<file path="config.mk">
export PLATFORM = sky130hd
export DESIGN_NAME = bool_truth_table_extractor
export DESIGN_NICKNAME = d
export VERILOG_FILES = /design/src/rtl/bool_truth_table_extractor.sv
export SDC_FILE = /design/constraint.sdc
export NUM_CORES = 1
export LEC_CHECK = 0
export CAP_MARGIN = 20
export CORE_MARGIN = 5
export CORE_UTILIZATION = 59
export DETAILED_ROUTE_END_ITERATION = 8
export PLACE_DENSITY = 0.95
export SETUP_SLACK_MARGIN = 0.05
export SLEW_MARGIN = 20
export SYNTH_ARGS = -nofsm -noshare
export SYNTH_HDL_FRONTEND = slang
export SYNTH_SLANG_ARGS = --single-unit
</file>
<file path="constraint.sdc">
create_clock -name clk -period 7.35 [get_ports clk]
set_input_delay 1.47 -clock clk [delete_from_list [all_inputs] [get_ports clk]]
set_output_delay 1.47 -clock clk [all_outputs]
set_load 0.01 [all_outputs]
</file>
<file path="src/rtl/bool_truth_table_extractor.sv">
// Sweeps every input vector into a combinational function under test and publishes its truth table.
// Optional compare against an expected mask when built with TT_COMPARE_EN defined.
module bool_truth_table_extractor #(
  parameter int N_IN   = 3,
  parameter int SETTLE = 1
) (
  input  logic                 clk,
  input  logic                 rst,
  input  logic                 start,
  output logic [N_IN-1:0]      vec,
  input  logic                 f_in,
  output logic                 busy,
  output logic                 done,
  output logic [2**N_IN-1:0]   minterm_mask,
  output logic [N_IN:0]        ones_count
`ifdef TT_COMPARE_EN
  ,
  input  logic [2**N_IN-1:0]   expected_mask,
  output logic                 mismatch
`endif
);

  localparam int              LP_NV       = 2**N_IN;
  localparam logic            LP_SKIP     = (SETTLE == 0);
  localparam logic [3:0]      LP_CNT_LAST = 4'((SETTLE > 0) ? SETTLE - 1 : 0);
  localparam logic [N_IN-1:0] LP_VEC_MAX  = {N_IN{1'b1}};

  typedef enum logic [1:0] {S_IDLE, S_HOLD, S_SAMPLE} state_t;

  state_t            r_state;
  state_t            w_next;
  logic [N_IN-1:0]   r_vec;
  logic [3:0]        r_cnt;
  logic [LP_NV-1:0]  r_shadow;
  logic [LP_NV-1:0]  r_mask;
  logic [N_IN:0]     r_ones;
  logic              r_busy;
  logic              r_done;
  logic [LP_NV-1:0]  w_final;
  logic [N_IN:0]     w_pop;
  logic              w_last_vec;
  logic              w_hold_end;

  assign w_last_vec = (r_vec == LP_VEC_MAX);
  assign w_hold_end = (r_cnt == LP_CNT_LAST);

  // Shadow with the bit being sampled this cycle folded in, so the last vector is published too.
  always_comb begin
    w_final        = r_shadow;
    w_final[r_vec] = f_in;
    w_pop          = '0;
    for (int i = 0; i < LP_NV; i++) begin
      w_pop = w_pop + {{N_IN{1'b0}}, w_final[i]};
    end
  end

  always_ff @(posedge clk or posedge rst) begin
    if (rst) begin
      r_state <= S_IDLE;
    end else begin
      r_state <= w_next;
    end
  end

  always_comb begin
    w_next = r_state;
    case (r_state)
      S_IDLE: begin
        if (start) begin
          w_next = LP_SKIP ? S_SAMPLE : S_HOLD;
        end
      end
      S_HOLD: begin
        if (w_hold_end) begin
          w_next = S_SAMPLE;
        end
      end
      S_SAMPLE: begin
        if (w_last_vec) begin
          w_next = S_IDLE;
        end else begin
          w_next = LP_SKIP ? S_SAMPLE : S_HOLD;
        end
      end
      default: w_next = S_IDLE;
    endcase
  end

  always_ff @(posedge clk or posedge rst) begin
    if (rst) begin
      r_vec    <= '0;
      r_cnt    <= '0;
      r_shadow <= '0;
      r_mask   <= '0;
      r_ones   <= '0;
      r_busy   <= 1'b0;
      r_done   <= 1'b0;
    end else begin
      r_done <= 1'b0;
      case (r_state)
        S_IDLE: begin
          if (start) begin
            r_vec    <= '0;
            r_cnt    <= '0;
            r_shadow <= '0;
            r_busy   <= 1'b1;
          end
        end
        S_HOLD: begin
          r_cnt <= r_cnt + 4'd1;
        end
        S_SAMPLE: begin
          r_shadow <= w_final;
          r_cnt    <= '0;
          if (w_last_vec) begin
            r_mask <= w_final;
            r_ones <= w_pop;
            r_done <= 1'b1;
            r_busy <= 1'b0;
          end else begin
            r_vec <= r_vec + N_IN'(1);
          end
        end
        default: ;
      endcase
    end
  end

`ifdef TT_COMPARE_EN
  logic r_mismatch;

  // expected_mask only matters on the publishing edge.
  always_ff @(posedge clk or posedge rst) begin
    if (rst) begin
      r_mismatch <= 1'b0;
    end else if (r_state == S_SAMPLE && w_last_vec) begin
      r_mismatch <= (w_final != expected_mask);
    end
  end

  assign mismatch = r_mismatch;
`endif

  assign vec          = r_vec;
  assign busy         = r_busy;
  assign done         = r_done;
  assign minterm_mask = r_mask;
  assign ones_count   = r_ones;

endmodule

</file>
==> metrics.cfg, run 1 <==
[pwr]
p_int_mw = 0.374
p_per_area_nw_per_um2 = 305
p_seq_share_pct = 43.2
leakagePower_nw = 0.891
switching_share_pct = 39.1
peakVddDrop_uv = 200
clkPwrFrac_pct = 16.6
combPwrFrac_pct = 40.2
p_switching_mw = 0.240

[clocking]
cts_hold_buf = 0
cts_root_buffer = clkbuf_4
cts_resized = 0
cts_max_level = 2
insertion_delay_ns = 0.34
post_cts_buffers = 0
cts_tree = done
numCtsBuffers = 5
clkSinkCount = 31
ctsLongestPathBuffers = 2
cts.reportedPaths.clkPinSlew_ns = 0.09

[yosys]
yosysTopAreaCell = dfrtp_1
synth_top_area_share_pct = 43.9
ys_ff_latch = 31
syn-num-nets = 187
synth.cell_area_um2 = 1770
syn_avg_cell_area_um2 = 10.3
syn_inst = 172
synth_fa_ha_area_share_pct = 9.48
synth_area_leaders = dfrtp_1, ha_1, nand2_1
synth_top_family_by_area = simple AND/OR/NAND/NOR gates
ys_types = 39
synth_edf_count = 0
synth_top_flop_cell = dfrtp_1
ys_warn_count = 0
synth_mux_area_share_pct = 6.86
ys_seq_area_share_pct = 43.9
synth-async-reset-ratio_pct = 100
yosys.area_share.simple_pct = 15.8
synth-compound-area-share_pct = 15.4
synth_xor_xnor_area_share_pct = 0.991

[sta]
setup_viol = 0
fin_crit_sh_pct = 62.6
tns_ns = 0
period_minus_slack_ns = 4.60
slew_headroom_pct = 46.1
worst_pin_slew_ns = 0.807
skew_ns = 0.00934
rsz0062_at_grt = no
maxSlewViolCount = 0
hold_viol_final = 0
fmax_mhz = 217

[placed_design]
dp_hpwl_mm = 2.67
portBuffers = 20
post-place-cells = 212
gp_congestion = 0.843

[critical_path]
worstSetupPathType = input pin to flop
crit_family = adder cells
worstPathRequired_ns = 7.61
cp_max_fo = 10
reg2reg_from = vec[0]
critPathLaunch = f_in
critPathArrivalTime_ns = 4.86
path_cells = clkdlybuf4s50_1, mux2i_1, fa_1, fa_1, fa_1, inv_1, ha_1, inv_1, fa_1, xor2_1, o21ai_0
cp_num_buf_inv = 3
start_kind = input pin
crit_top_cell = fa_1
slowest_delay_ns = 0.58
end_kind = flop
critPathSlowestCell = clkdlybuf4s50_1

[finish]
area_growth_pct = 13.7
stdcell_count = 219
num-fill-cells = 211
seqCellArea_um2 = 776
drive_above_1_share_pct = 11.7
multi_input_area_um2 = 858
antennaDiodeCount = 0
nets = 203

[die]
fp.coreArea_um2 = 2810
die_y_um = 64.7
die_w_um = 64.7
die-area_um2 = 4190
start_util_pct = 63.0
row_count = 19
ios = 21

[detailed_routing]
drtAntennaViolNets = 0
drc_errors = 0
vias = 1305
drt_iter0_drc = 87
dr.pass1.iters = 4
vias_per_cell = 5.96
wire_per_inst_um = 16.2
wirelength_mm = 3.55

[hold_path]
hp-class = flop to flop
min_from = ones_count[0]

[global_route]
grtUsageTotal_pct = 19.3
grt_pass1_vias = 1343
overflow = 0
antenna_found_initial = 0
grt_max_degree = 20
grt_first_pass_wirelength_mm = 6.12

[run_status]
status = finished, final reports clean

[flow_run]
drv_cap = 0

-- tightest hold or removal path, stage by stage (launching register included) --
cell     delay, ns
dfrtp_1       0.36
nand2_1       0.05
nand2_1       0.06
-- metrics by stage --
stage                     power, mW  util, %  instance area [um2]  hold slack, ns  setup WS, ns
after CTS                     0.615     71.6                 2010           0.504          2.78
after global routing          0.657     71.6                 2010           0.527          2.66
after floorplan               0.437        -                 1770           0.485          3.19
after global placement        0.485     68.6                 1930           0.461          2.63
final                         0.614     71.6                 2010           0.499          2.75
after detailed placement      0.511     69.6                 1950           0.482          2.44
-- cell type report --
type / instances / share of cell area [%]
flip-flops and latches: 31 / 38.6
clock inverters: 1 / 0.249
inverters: 14 / 2.62
multi-input cells: 115 / 42.7
clock buffers: 6 / 2.55
well taps: 31 / 1.93
repair buffers: 21 / 11.3
-- metal layers --
layer	vias to the layer above	wire, um	GRT usage (%)
met4	0	62	7.12
li1	625	-	-
met1	630	1440	21.7
met3	9	200	6.56
met2	41	1850	33.8
met5	-	0	0
-- cell usage after synthesis, drive strengths merged, types with 2 or more instances --
cell type,count
dfrtp,31
nand2,22
inv,14
o21ai,11
a21oi,10
buf,9
nor2,9
mux2i,8
ha,7
a22o,6
nor3b,6
o211ai,5
a22oi,4
and3b,4
fa,4
clkbuf,3
mux2,3
nand3,2
nor2b,2
nor3,2
xor2,2
-- state kept, by name (all words and copies together) (netlist names) --
signal / flops
minterm_mask: 8
r_state: 2
done: 1
busy: 1
ones_count: 4
r_cnt: 4
r_shadow: 8
vec: 3
-- cells by family after synthesis --
logic type | count (synthesis)
xor gates and xnor gates | 2
AOI/OAI and AO/OA | 42
buffers and inverters | 26
muxes | 11
DFF | 31
and+or+nand+nor | 49
adders and majority gates | 11
-- power groups by stage --
stage | Clock [mW] | Sequential (mW) | Combinational, mW
after floorplan | 0 | 0.239 | 0.198
after global placement | 0 | 0.263 | 0.221
after detailed placement | 0 | 0.268 | 0.243
after CTS | 0.103 | 0.265 | 0.247
after global routing | 0.115 | 0.273 | 0.269
final | 0.102 | 0.265 | 0.247
-- final timing paths --
check | cells past startpoint | slack [ns] | end
min | 2 | 0.50 | ones_count[0]
min reg2reg | 2 | 0.50 | ones_count[0]
max reg2reg | 11 | 3.50 | ones_count[2]
min in group asynchronous | 2 | 1.51 | r_cnt[0]
max | 11 | 2.75 | ones_count[2]
max in group asynchronous | 3 | 5.32 | r_shadow[5]
-- placed cells by master, fill, tap and decap left out, types with 3 or more instances in the layout --
| cell | n |
|---|---|
| nor3b_1 | 3 |
| ha_1 | 7 |
| a22o_1 | 4 |
| a22oi_1 | 4 |
| o21ai_0 | 11 |
| nand2_1 | 22 |
| clkdlybuf4s50_1 | 20 |
| mux2i_1 | 8 |
| nor2_1 | 9 |
| and3b_2 | 3 |
| o211ai_1 | 5 |
| clkbuf_4 | 5 |
| inv_1 | 13 |
| dfrtp_1 | 31 |
| a21oi_1 | 10 |
| fa_1 | 4 |
Note: power is estimated with default switching activity, not from simulation.
==> run 2: changes to the inputs <==
--- a/config.mk
+++ b/config.mk
@@ -7,9 +7,9 @@
 export LEC_CHECK = 0
 export CAP_MARGIN = 20
 export CORE_MARGIN = 5
-export CORE_UTILIZATION = 59
+export CORE_UTILIZATION = 50
 export DETAILED_ROUTE_END_ITERATION = 8
-export PLACE_DENSITY = 0.95
+export PLACE_DENSITY = 0.86
 export SETUP_SLACK_MARGIN = 0.05
 export SLEW_MARGIN = 20
 export SYNTH_ARGS = -nofsm -noshare
==> constraint.sdc (replaced) <==
create_clock -name clk -period 3.7 [get_ports clk]
set_input_delay 0.74 -clock clk [delete_from_list [all_inputs] [get_ports clk]]
set_output_delay 0.74 -clock clk [all_outputs]
set_load 0.01 [all_outputs]
==> metrics.cfg, run 2 (synthesis gave the netlist of run 1 again) <==
[die]
start_util_pct = 52.2
fp.coreArea_um2 = 3390
die_y_um = 69.5
die-area_um2 = 4830
ios = 21
die_w_um = 69.5
row_count = 21

[finish]
antennaDiodeCount = 0
area_growth_pct = 22.4
final_common_cell = dfrtp_1
seqCellArea_um2 = 779
layout_common_cells = dfrtp_1, nand2_1, clkdlybuf4s50_1
num-fill-cells = 277
drive_above_1_share_pct = 20.3
stdcell_count = 248
nets = 217
multi_input_area_um2 = 891

[pwr]
leakagePower_nw = 0.951
finalPower_mw = 1.37
p_per_area_nw_per_um2 = 631
peakVddDrop_uv = 416

[clocking]
cts_tree = done
cts_hold_buf = 0
insertion_delay_ns = 0.33
numCtsBuffers = 5
cts_max_level = 2
ctsLongestPathBuffers = 2
cts_root_buffer = clkbuf_4
clkSinkCount = 31
cts.reportedPaths.clkPinSlew_ns = 0.10

[global_route]
grt_first_pass_wirelength_mm = 6.47
grtUsageTotal_pct = 16.7
grt_max_degree = 32
grtUsageMet3_pct = 5.07
grt_pass1_vias = 1395
grt_util_met2_pct = 27.5
gr-usage-met1_pct = 19.9
antenna_found_initial = 0
overflow = 0
grt.busiest_layer = met2

[sta]
hold_viol_final = 0
holdWs_ns = 0.518
setup_viol = 0
worst_pin_slew_ns = 0.921
fmax_mhz = 277
skew_ns = 0.00797
fin_crit_sh_pct = 97.6
maxSlewViolCount = 0
period_minus_slack_ns = 3.61
slew_headroom_pct = 38.5

[critical_path]
r2r_end = ones_count[2]
start_kind = flop
critPathLaunch = vec[2]
cp-endpoint = ones_count[2]
reg2reg_from = vec[2]
rr_worst_depth = 11
end_kind = flop
cp_max_fo = 5
worstSetupPathType = flop to flop
critPathArrivalTime_ns = 3.86
worstPathRequired_ns = 3.95
worst-r2r-setup-slack_ns = 0.09

[detailed_routing]
dr.pass1.iters = 4
wire_per_inst_um = 15.6
vias_per_cell = 5.50
drt_iter0_drc = 52
vias = 1364
drc_errors = 0
wirelength_mm = 3.86
drtAntennaViolNets = 0

[placed_design]
gp_congestion = 0.793
dp_hpwl_mm = 2.58
portBuffers = 20
post-place-cells = 236

[run_status]
status = finished, final reports clean

[flow_run]
drv_cap = 0

[hold_path]
hp-class = flop to flop

==> run 2: worst min-delay path by stage <==
stage          depth (start not counted)       startpoint               to
6_report                               2    ones_count[1]    ones_count[1]
5_1_grt                                1  minterm_mask[2]  minterm_mask[2]
4_1_cts                                2    ones_count[1]    ones_count[1]
3_5_place_dp                           2    ones_count[1]    ones_count[1]
3_3_place_gp                           2    ones_count[0]    ones_count[0]
2_1_floorplan                          2      r_shadow[7]      r_shadow[7]
==> run 2: layout make-up <==
cell class,instances,area share (%)
multi-input cells,115,41.2
flip-flops and latches,31,36.0
repair buffers,35,14.4
well taps,46,2.66
inverters,14,2.43
clock buffers,6,1.91
clock inverters,1,1.39
==> run 2: per-stage QoR <==
step	worst slack [ns]	setup TNS [ns]	instance area (um2)	util [%]
2_1_floorplan	0.265	0	1770	-
3_3_place_gp	-0.170	-0.298	2020	59.6
3_5_place_dp	-0.360	-0.611	2020	59.6
4_1_cts	0.133	0	2120	62.4
5_1_grt	-0.0108	-0.0108	2160	63.8
6_report	0.0885	0	2160	63.8
==> run 2: worst max-delay path, cell delays in order (launching register included) <==
cell     delay [ns]
dfrtp_2        0.47
and3b_2        0.33
mux2i_4        0.29
fa_1           0.47
fa_1           0.52
fa_1           0.42
inv_1          0.08
ha_1           0.17
inv_1          0.06
fa_1           0.37
xor2_1         0.17
o21ai_0        0.18
==> run 2: power breakdown <==
part	switching, mW	internal, mW
clock network	0.113	0.139
logic	0.282	0.319
registers	0.102	0.410
total	0.498	0.868
==> run 2: metal layers <==
layer  vias up  part of all wire [%]
met2        35                    52
li1        653                     -
met1       662                    40
met5         -                     0
met3        14                   3.7
met4         0                   4.5
==> run 2: timing repair <==
item / 4_1_cts / 5_1_grt
resized for setup: 4 / 6
gates cloned: 0 / 0
endpoints found under the setup margin: 1 / 1
setup buffers: 2 / 3
pin swaps: 0 / 1
